[config.mk]
export PLATFORM = sky130hd
export DESIGN_NAME = ascon_round_sequencer
export DESIGN_NICKNAME = d
export VERILOG_FILES = /design/src/rtl/ascon_round_sequencer.sv
export SDC_FILE = /design/constraint.sdc
export NUM_CORES = 1
export LEC_CHECK = 0
export ABC_AREA = 1
export BUFFER_PORTS_ARGS = -buffer_cell sky130_fd_sc_hd__buf_4
export CAP_MARGIN = 10
export CORE_MARGIN = 4
export CORE_UTILIZATION = 40
export CTS_BUF_LIST = sky130_fd_sc_hd__clkbuf_8
export DETAILED_ROUTE_END_ITERATION = 6
export GPL_TIMING_DRIVEN = 0
export HOLD_SLACK_MARGIN = 0.12
export PLACE_DENSITY = 0.7
export SLEW_MARGIN = 30
export SYNTH_ARGS = -nofsm -noshare
export SYNTH_HDL_FRONTEND = slang
export SYNTH_SLANG_ARGS = --single-unit
[constraint.sdc]
create_clock -name clk -period 1.5 [get_ports clk]
set_input_delay 0.3 -clock clk [delete_from_list [all_inputs] [get_ports clk]]
set_output_delay 0.3 -clock clk [all_outputs]
set_load 0.005 [all_outputs]
[src/rtl/ascon_round_sequencer.sv]
// Control sequencer for an Ascon AEAD datapath: walks init, AD absorb, message
// absorb and finalization, issuing one permutation round per cycle.
module ascon_round_sequencer #(
  parameter int PA_ROUNDS = 12,
  parameter int PB_ROUNDS = 8
) (
  input  logic       clk,
  input  logic       rst,
  input  logic       start,
  input  logic [2:0] operation_mode,
  input  logic [3:0] num_ad_blocks,
  input  logic [3:0] num_msg_blocks,
  input  logic       abort,
  input  logic       blk_ack,
  output logic       busy,
  output logic       done,
  output logic       err,
  output logic       decrypt,
  output logic       state_load,
  output logic       perm_en,
  output logic [3:0] round_idx,
  output logic       key_xor,
  output logic       blk_req,
  output logic       blk_sel,
  output logic       absorb_en,
  output logic       last_blk,
  output logic       dom_sep,
  output logic       tag_en
);

  typedef enum logic [3:0] {
    IDLE, LOAD, INIT_P, INIT_K, AD_WAIT, AD_P, DSEP,
    MSG_WAIT, MSG_P, FIN_K, FIN_P, TAG, DONE
  } state_t;

  // Reduced-round permutations use the tail of the 12-entry constant table.
  localparam logic [3:0] PA_FIRST   = 4'(12 - PA_ROUNDS);
  localparam logic [3:0] PB_FIRST   = 4'(12 - PB_ROUNDS);
  localparam logic [3:0] LAST_ROUND = 4'd11;

  state_t     state;
  state_t     state_n;
  logic [3:0] ad_cnt;
  logic [3:0] ad_cnt_n;
  logic [3:0] msg_cnt;
  logic [3:0] msg_cnt_n;
  logic [3:0] round_n;
  logic       decrypt_n;
  logic       err_n;
  logic       legal;

  assign legal     = (operation_mode <= 3'd1) && (num_msg_blocks != 4'd0);
  assign absorb_en = blk_req & blk_ack;

  always_comb begin
    state_n   = state;
    ad_cnt_n  = ad_cnt;
    msg_cnt_n = msg_cnt;
    round_n   = round_idx;
    decrypt_n = decrypt;
    err_n     = 1'b0;
    if (abort && (state != IDLE)) begin
      state_n   = IDLE;
      ad_cnt_n  = 4'd0;
      msg_cnt_n = 4'd0;
      round_n   = 4'd0;
    end else begin
      case (state)
        IDLE: begin
          if (start) begin
            if (legal) begin
              state_n   = LOAD;
              decrypt_n = operation_mode[0];
              ad_cnt_n  = num_ad_blocks;
              msg_cnt_n = num_msg_blocks;
            end else begin
              err_n = 1'b1;
            end
          end
        end
        LOAD: begin
          state_n = INIT_P;
          round_n = PA_FIRST;
        end
        INIT_P: begin
          if (round_idx == LAST_ROUND) begin
            state_n = INIT_K;
            round_n = 4'd0;
          end else begin
            round_n = round_idx + 4'd1;
          end
        end
        INIT_K: state_n = (ad_cnt != 4'd0) ? AD_WAIT : DSEP;
        AD_WAIT: begin
          if (absorb_en) begin
            state_n  = AD_P;
            ad_cnt_n = ad_cnt - 4'd1;
            round_n  = PB_FIRST;
          end
        end
        AD_P: begin
          if (round_idx == LAST_ROUND) begin
            state_n = (ad_cnt != 4'd0) ? AD_WAIT : DSEP;
            round_n = 4'd0;
          end else begin
            round_n = round_idx + 4'd1;
          end
        end
        DSEP: state_n = MSG_WAIT;
        // The final message block goes straight to finalization, no PB round.
        MSG_WAIT: begin
          if (absorb_en) begin
            msg_cnt_n = msg_cnt - 4'd1;
            if (msg_cnt == 4'd1) begin
              state_n = FIN_K;
            end else begin
              state_n = MSG_P;
              round_n = PB_FIRST;
            end
          end
        end
        MSG_P: begin
          if (round_idx == LAST_ROUND) begin
            state_n = MSG_WAIT;
            round_n = 4'd0;
          end else begin
            round_n = round_idx + 4'd1;
          end
        end
        FIN_K: begin
          state_n = FIN_P;
          round_n = PA_FIRST;
        end
        FIN_P: begin
          if (round_idx == LAST_ROUND) begin
            state_n = TAG;
            round_n = 4'd0;
          end else begin
            round_n = round_idx + 4'd1;
          end
        end
        TAG:     state_n = DONE;
        DONE:    state_n = IDLE;
        default: state_n = IDLE;
      endcase
    end
    if (state_n == IDLE) begin
      decrypt_n = 1'b0;
    end
  end

  // Strobes are registered from the next state so they line up with the state.
  always_ff @(posedge clk) begin
    if (rst) begin
      state      <= IDLE;
      ad_cnt     <= 4'd0;
      msg_cnt    <= 4'd0;
      round_idx  <= 4'd0;
      decrypt    <= 1'b0;
      err        <= 1'b0;
      busy       <= 1'b0;
      done       <= 1'b0;
      state_load <= 1'b0;
      perm_en    <= 1'b0;
      key_xor    <= 1'b0;
      blk_req    <= 1'b0;
      blk_sel    <= 1'b0;
      last_blk   <= 1'b0;
      dom_sep    <= 1'b0;
      tag_en     <= 1'b0;
    end else begin
      state      <= state_n;
      ad_cnt     <= ad_cnt_n;
      msg_cnt    <= msg_cnt_n;
      round_idx  <= round_n;
      decrypt    <= decrypt_n;
      err        <= err_n;
      busy       <= (state_n != IDLE);
      done       <= (state_n == DONE);
      state_load <= (state_n == LOAD);
      perm_en    <= (state_n == INIT_P) || (state_n == AD_P) ||
                    (state_n == MSG_P)  || (state_n == FIN_P);
      key_xor    <= (state_n == INIT_K) || (state_n == FIN_K) || (state_n == TAG);
      blk_req    <= (state_n == AD_WAIT) || (state_n == MSG_WAIT);
      blk_sel    <= (state_n == MSG_WAIT);
      last_blk   <= ((state_n == AD_WAIT) && (ad_cnt_n == 4'd1)) ||
                    ((state_n == MSG_WAIT) && (msg_cnt_n == 4'd1));
      dom_sep    <= (state_n == DSEP);
      tag_en     <= (state_n == TAG);
    end
  end

endmodule

Word level (Yosys, flattened, before mapping):

Index checks and enable logic that the tools add are counted.

* bitwise logic cells: 4
* $add $sub $neg: 3
* muxes and demuxes: 28
* eq/ne operators: 30
* $lt $le $gt $ge: 1
* reduce and logical (&&, ||, !) cells: 25

Operator list (number)
* $mux 4: 21
* $pmux 4 s12: 1
* $eq 4x4->1 const B: 10
* $eq 4x3->1 const B: 8
* $eq 4x1->1 const B: 5
* $reduce_bool 4->1: 5
* $eq 4x2->1 const B: 4
* $pmux 4 s2: 2
* $pmux 4 s4: 1
* $logic_not 4->1: 2
* $reduce_and 4->1: 2
* $reduce_or 4->1: 2
* $sub 4x1->4 const B: 2
* $logic_or 1x1->1: 7
* $ne 2x2->1 const B: 3
* $reduce_or 2->1: 3
* $add 4x1->4 const B: 1
* $logic_and 1x1->1: 4
* $le 3x1->1 const B: 1
* $not 1->1: 3
* $mux 1: 2
* $mux 2: 1
* $and 1x1->1: 1

* register bits after elaboration: 28
* input port bits: 16
* output and inout bits: 17
* logic and storage cells: 107

Longest topological paths before layout:

* depth in word-level cells: 10
* depth in mapped cells: 14
* gate-level depth less buffers: 13

Worst setup path after synthesis:

Ideal clock, no wire load.

* kind: reg-to-reg
* start point: reg round_idx[0]
* end point: reg last_blk
* data required time: 1388 ps
* stages on the path, launching flop included: 11
* period minus slack after synthesis: 1554 ps
* buffers on the path: 0
* setup time: 112 ps
* slack: -54 ps
* arrival time: 1442 ps
* path through: dfxtp_1 ha_1 nand2_1 nor2_2 nand3_1 nand4_1 nand2_1 nand2_2 nor2_1 nand2_1 nand2_1

* word-level cells in the longest chain between the ends: 7
* elaborated cells on any way between the ends: 12
* classes of those cells: eq/ne: 3; mux: 6; reduce/logical: 3

RTL lines
* start: declaration: line 21 `output logic [3:0] round_idx,`
* start signal: assignment: line 175 `round_idx <= round_n;`
* $eq 4x4->1 *
* $mux 4, on equally long branches
* $pmux 4 s12 *: line 68 `case (state)`
* $mux 4 *: line 62 `if (abort && (state != IDLE)) begin`
* $eq 4x3->1, on equally long branches: line 186, 187
* $logic_and 1x1->1, on equally long branches: line 186, 187
* $logic_or 1x1->1 *: line 186 `last_blk <= ((state_n == AD_WAIT) && (ad_cnt_n == 4'd1)) ||`
* end signal: assignment: line 186
* end: declaration: line 26 `output logic last_blk,`

Every way passes the cells marked *; elsewhere a longest branch is shown, timed or not.
A chain may end at the register's enable or synchronous reset.

Worst setup path in the final report:

* start point: reg state[2]
* end point: reg last_blk

* word-level cells in the longest chain between the ends: 7
* elaborated cells on any way between the ends: 35
* classes of those cells: eq/ne: 15; mux: 14; reduce/logical: 6

RTL lines
* start: declaration: line 41 `state_t state;`
* start signal: assignment: line 172 `state <= state_n;`
* $mux 4: line 71 `if (legal) begin`
* $mux 4: line 70 `if (start) begin`
* $pmux 4 s12: line 68
* $mux 4: line 62
* $eq 4x3->1, on equally long branches: line 186, 187
* $logic_and 1x1->1, on equally long branches: line 186, 187
* $logic_or 1x1->1 *: line 186

Marked as above.

==> flow_metrics.py <==
metrics = {
    "run_status": {
        "outcome": "finished, violations left",
        "violations": "negative setup slack",
    },
    "yosys": {
        "ys_types": 34,
        "synth.top_cell.area_share_pct": 31.0,
        "synth_nets": 297,
        "yosysSeqAreaShare_pct": 31.0,
        "netlist_area_um2": 1810,
        "yosys_warnings": 0,
        "syn_inst": 276,
        "ys_seq_elements": 28,
        "synth.area.top_cells": "dfxtp_1 31%, nand2_1 15%, nor2_1 8.1%",
        "synth_top_area_cell": "dfxtp_1",
        "synth.avg_cell_area_um2": 6.54,
    },
    "floorplan": {
        "design.core.area_um2": 4350,
        "die_y_um": 75.2,
        "rows": 24,
        "dieArea_um2": 5650,
        "pin_count": 33,
        "start_util_pct": 41.5,
        "die_x_um": 75.2,
    },
    "sta": {
        "fmax_ghz": 0.616,
        "finalMaxSlewViolations": 0,
        "hold_viol_final": 0,
        "fin_skew_ps": 5.68,
        "rsz0062_at_grt": "true",
        "setup_viol": 13,
        "fin_ws_ps": -123,
        "min_period_over_period_pct": 108,
        "holdWs_ps": 245,
        "relSlewSlack_pct": 60.5,
        "worst_pin_slew_ps": 592,
        "period_minus_slack_ps": 1620,
    },
    "job": {
        "max_cap_viol_count": 0,
    },
    "detailed_routing": {
        "vias": 2081,
        "detail_route.wl_per_cell_um": 14.2,
        "detail_route.vias_per_cell": 5.22,
        "routed_wl_um": 5660,
        "drtPass1Iterations": 4,
        "final_antenna_net_count": 0,
        "drtIter0Drc": 172,
        "drc_errors": 0,
    },
    "setup_path": {
        "crit_path_end_kind": "flop",
        "worstPathArrival_ps": 1850,
        "regToRegEndpoint": "last_blk",
        "critPathLaunchType": "flop",
        "r2r-start": "state[2]",
        "rrSetupSlack_ps": -120,
        "cp_max_fo": 8,
        "rr_worst_depth": 11,
        "path_class": "flop to flop",
        "startpoint": "state[2]",
        "required_ps": 1720,
    },
    "finish": {
        "antenna_cells": 0,
        "multi_input_area_um2": 1340,
        "fillers": 355,
        "areaGrowthSynthToFinish_pct": 53.4,
        "final_cell_mix": "63 x buf_4, 51 x nand2_1, 27 x nor2_1",
        "layout_commonest_cell": "buf_4",
        "nets": 370,
        "drive_gt1_share_pct": 49.3,
        "seq_area_um2": 583,
        "fin_cells": 399,
    },
    "global_routing": {
        "antenna_found_initial": 0,
        "grt-ovfl-total": 0,
        "grt_max_degree": 15,
        "grt_pass1_wl_um": 8220,
        "top_usage_layer": "met2",
        "grt_use_total_pct": 18.8,
        "grt_pass1_vias": 1823,
        "use_met3_pct": 3.47,
        "use_met1_pct": 23.4,
        "met2_usage_pct": 32.8,
    },
    "clock_network": {
        "cts_tree": "done",
        "clk_pin_slew_worst_paths_ps": 100,
        "cts_max_path_buffers": 2,
        "cts_buffers": 3,
        "cts-root-buf": "clkbuf_8",
        "cts.sinks": 28,
        "clkLatencyLatePin_ps": 280,
        "htree_levels": 1,
    },
    "hold_path": {
        "min_from": "rst",
        "holdPathEnd": "state[0]",
        "hold_depth": 2,
        "hp-class": "input port to flop",
    },
    "power": {
        "powerDensity_nw_per_um2": 593,
        "peakVddDrop_v": 0.000507,
        "p_leak_nw": 1.30,
    },
    "place": {
        "io_buffers": 32,
        "dp.cells": 360,
        "dp_hpwl_um": 3420,
        "gp_congestion": 0.874,
    },
}
==> report_power, final <==
| part | internal [W] | switching (W) |
|---|---|---|
| registers | 0.000764 | 0.0000276 |
| clock network | 0.000181 | 0.000235 |
| logic | 0.000200 | 0.000235 |
==> through the flow <==
step                TNS, ps  worst slack [ps]  util (%)  instance area (um^2)  power (W)
finish                 -904              -123      63.6                  2770    0.00164
global route          -2850              -241      63.6                  2770    0.00172
CTS                    -214             -45.6      57.4                  2500    0.00160
detailed placement    -3940              -343      48.7                  2120    0.00111
global placement      -4030              -359      48.7                  2120    0.00111
floorplan                 0              13.3         -                  1820    0.00101
==> registers in the layout, indices dropped and copies added, names as in the netlist, 4 cells and up <==
| register | cells |
|---|---|
| ad_cnt | 4 |
| msg_cnt | 4 |
| round_idx | 4 |
| state | 4 |
==> logic make-up after synthesis <==
family	share of synthesized area (%)
buf+inv	9.91
xor+xnor	0.485
flops	31.0
mux	0.554
compound gates	10.1
fa+ha+maj	3.47
simple gates	44.4
==> cell type report <==
class,instances,share of cell area (%)
clock buffers,3,1.49
multi-input cells,207,48.5
plain buffers,3,1.08
well taps,52,2.35
repair buffers,69,20.1
inverters,37,5.37
flip-flops and latches,28,21.0
==> metal layers <==
| layer | part of all wire, % | vias up |
|---|---|---|
| met5 | 0 | - |
| met4 | 3.0 | 0 |
| met3 | 7.0 | 17 |
| met2 | 52 | 80 |
| met1 | 38 | 955 |
| li1 | - | 1029 |
==> cell usage after synthesis <==
master / count
o21ai_0: 3
inv_2: 5
buf_6: 2
o21ai_2: 4
xor2_1: 1
a21oi_2: 1
clkinv_1: 1
clkbuf_1: 1
o21ai_1: 4
inv_1: 31
nand2_1: 71
nand4_1: 5
nand2_2: 6
a21boi_0: 1
nand3_1: 27
nor4_2: 1
ha_1: 5
nor3_1: 7
and3_1: 1
a22oi_1: 1
clkbuf_8: 1
nand3_2: 3
nor2_2: 5
o211ai_1: 1
a21oi_1: 10
nand3b_1: 1
nor2_1: 39
o21bai_1: 1
or2_0: 1
mux2i_1: 1
dfxtp_1: 28
nor2_4: 5
a211oi_2: 1
o21bai_2: 1
==> critical path, stage by stage (launching register included) <==
cell	delay, ps
dfxtp_2	350
buf_8	140
inv_4	40
nor2_4	160
o211ai_1	180
nand3_2	160
nand2_4	90
nor2_4	150
nand2_4	90
nor2_2	100
nand2_1	60
nand2_1	60
==> worst max-delay path by stage <==
stage / end / slack, ps / cells after the start
floorplan: decrypt / 10 / 10
global placement: last_blk / -360 / 12
detailed placement: last_blk / -340 / 12
CTS: decrypt / -50 / 10
global route: decrypt / -240 / 7
finish: last_blk / -120 / 11
==> what timing repair did <==
item,in CTS,in global routing
setup buffers,29,8
cloned,0,0
setup endpoints to repair,23,21
pin swaps,23,23
hold buffers,0,0
gates resized for setup,40,55
Note: power is estimated with default switching activity, not from simulation.
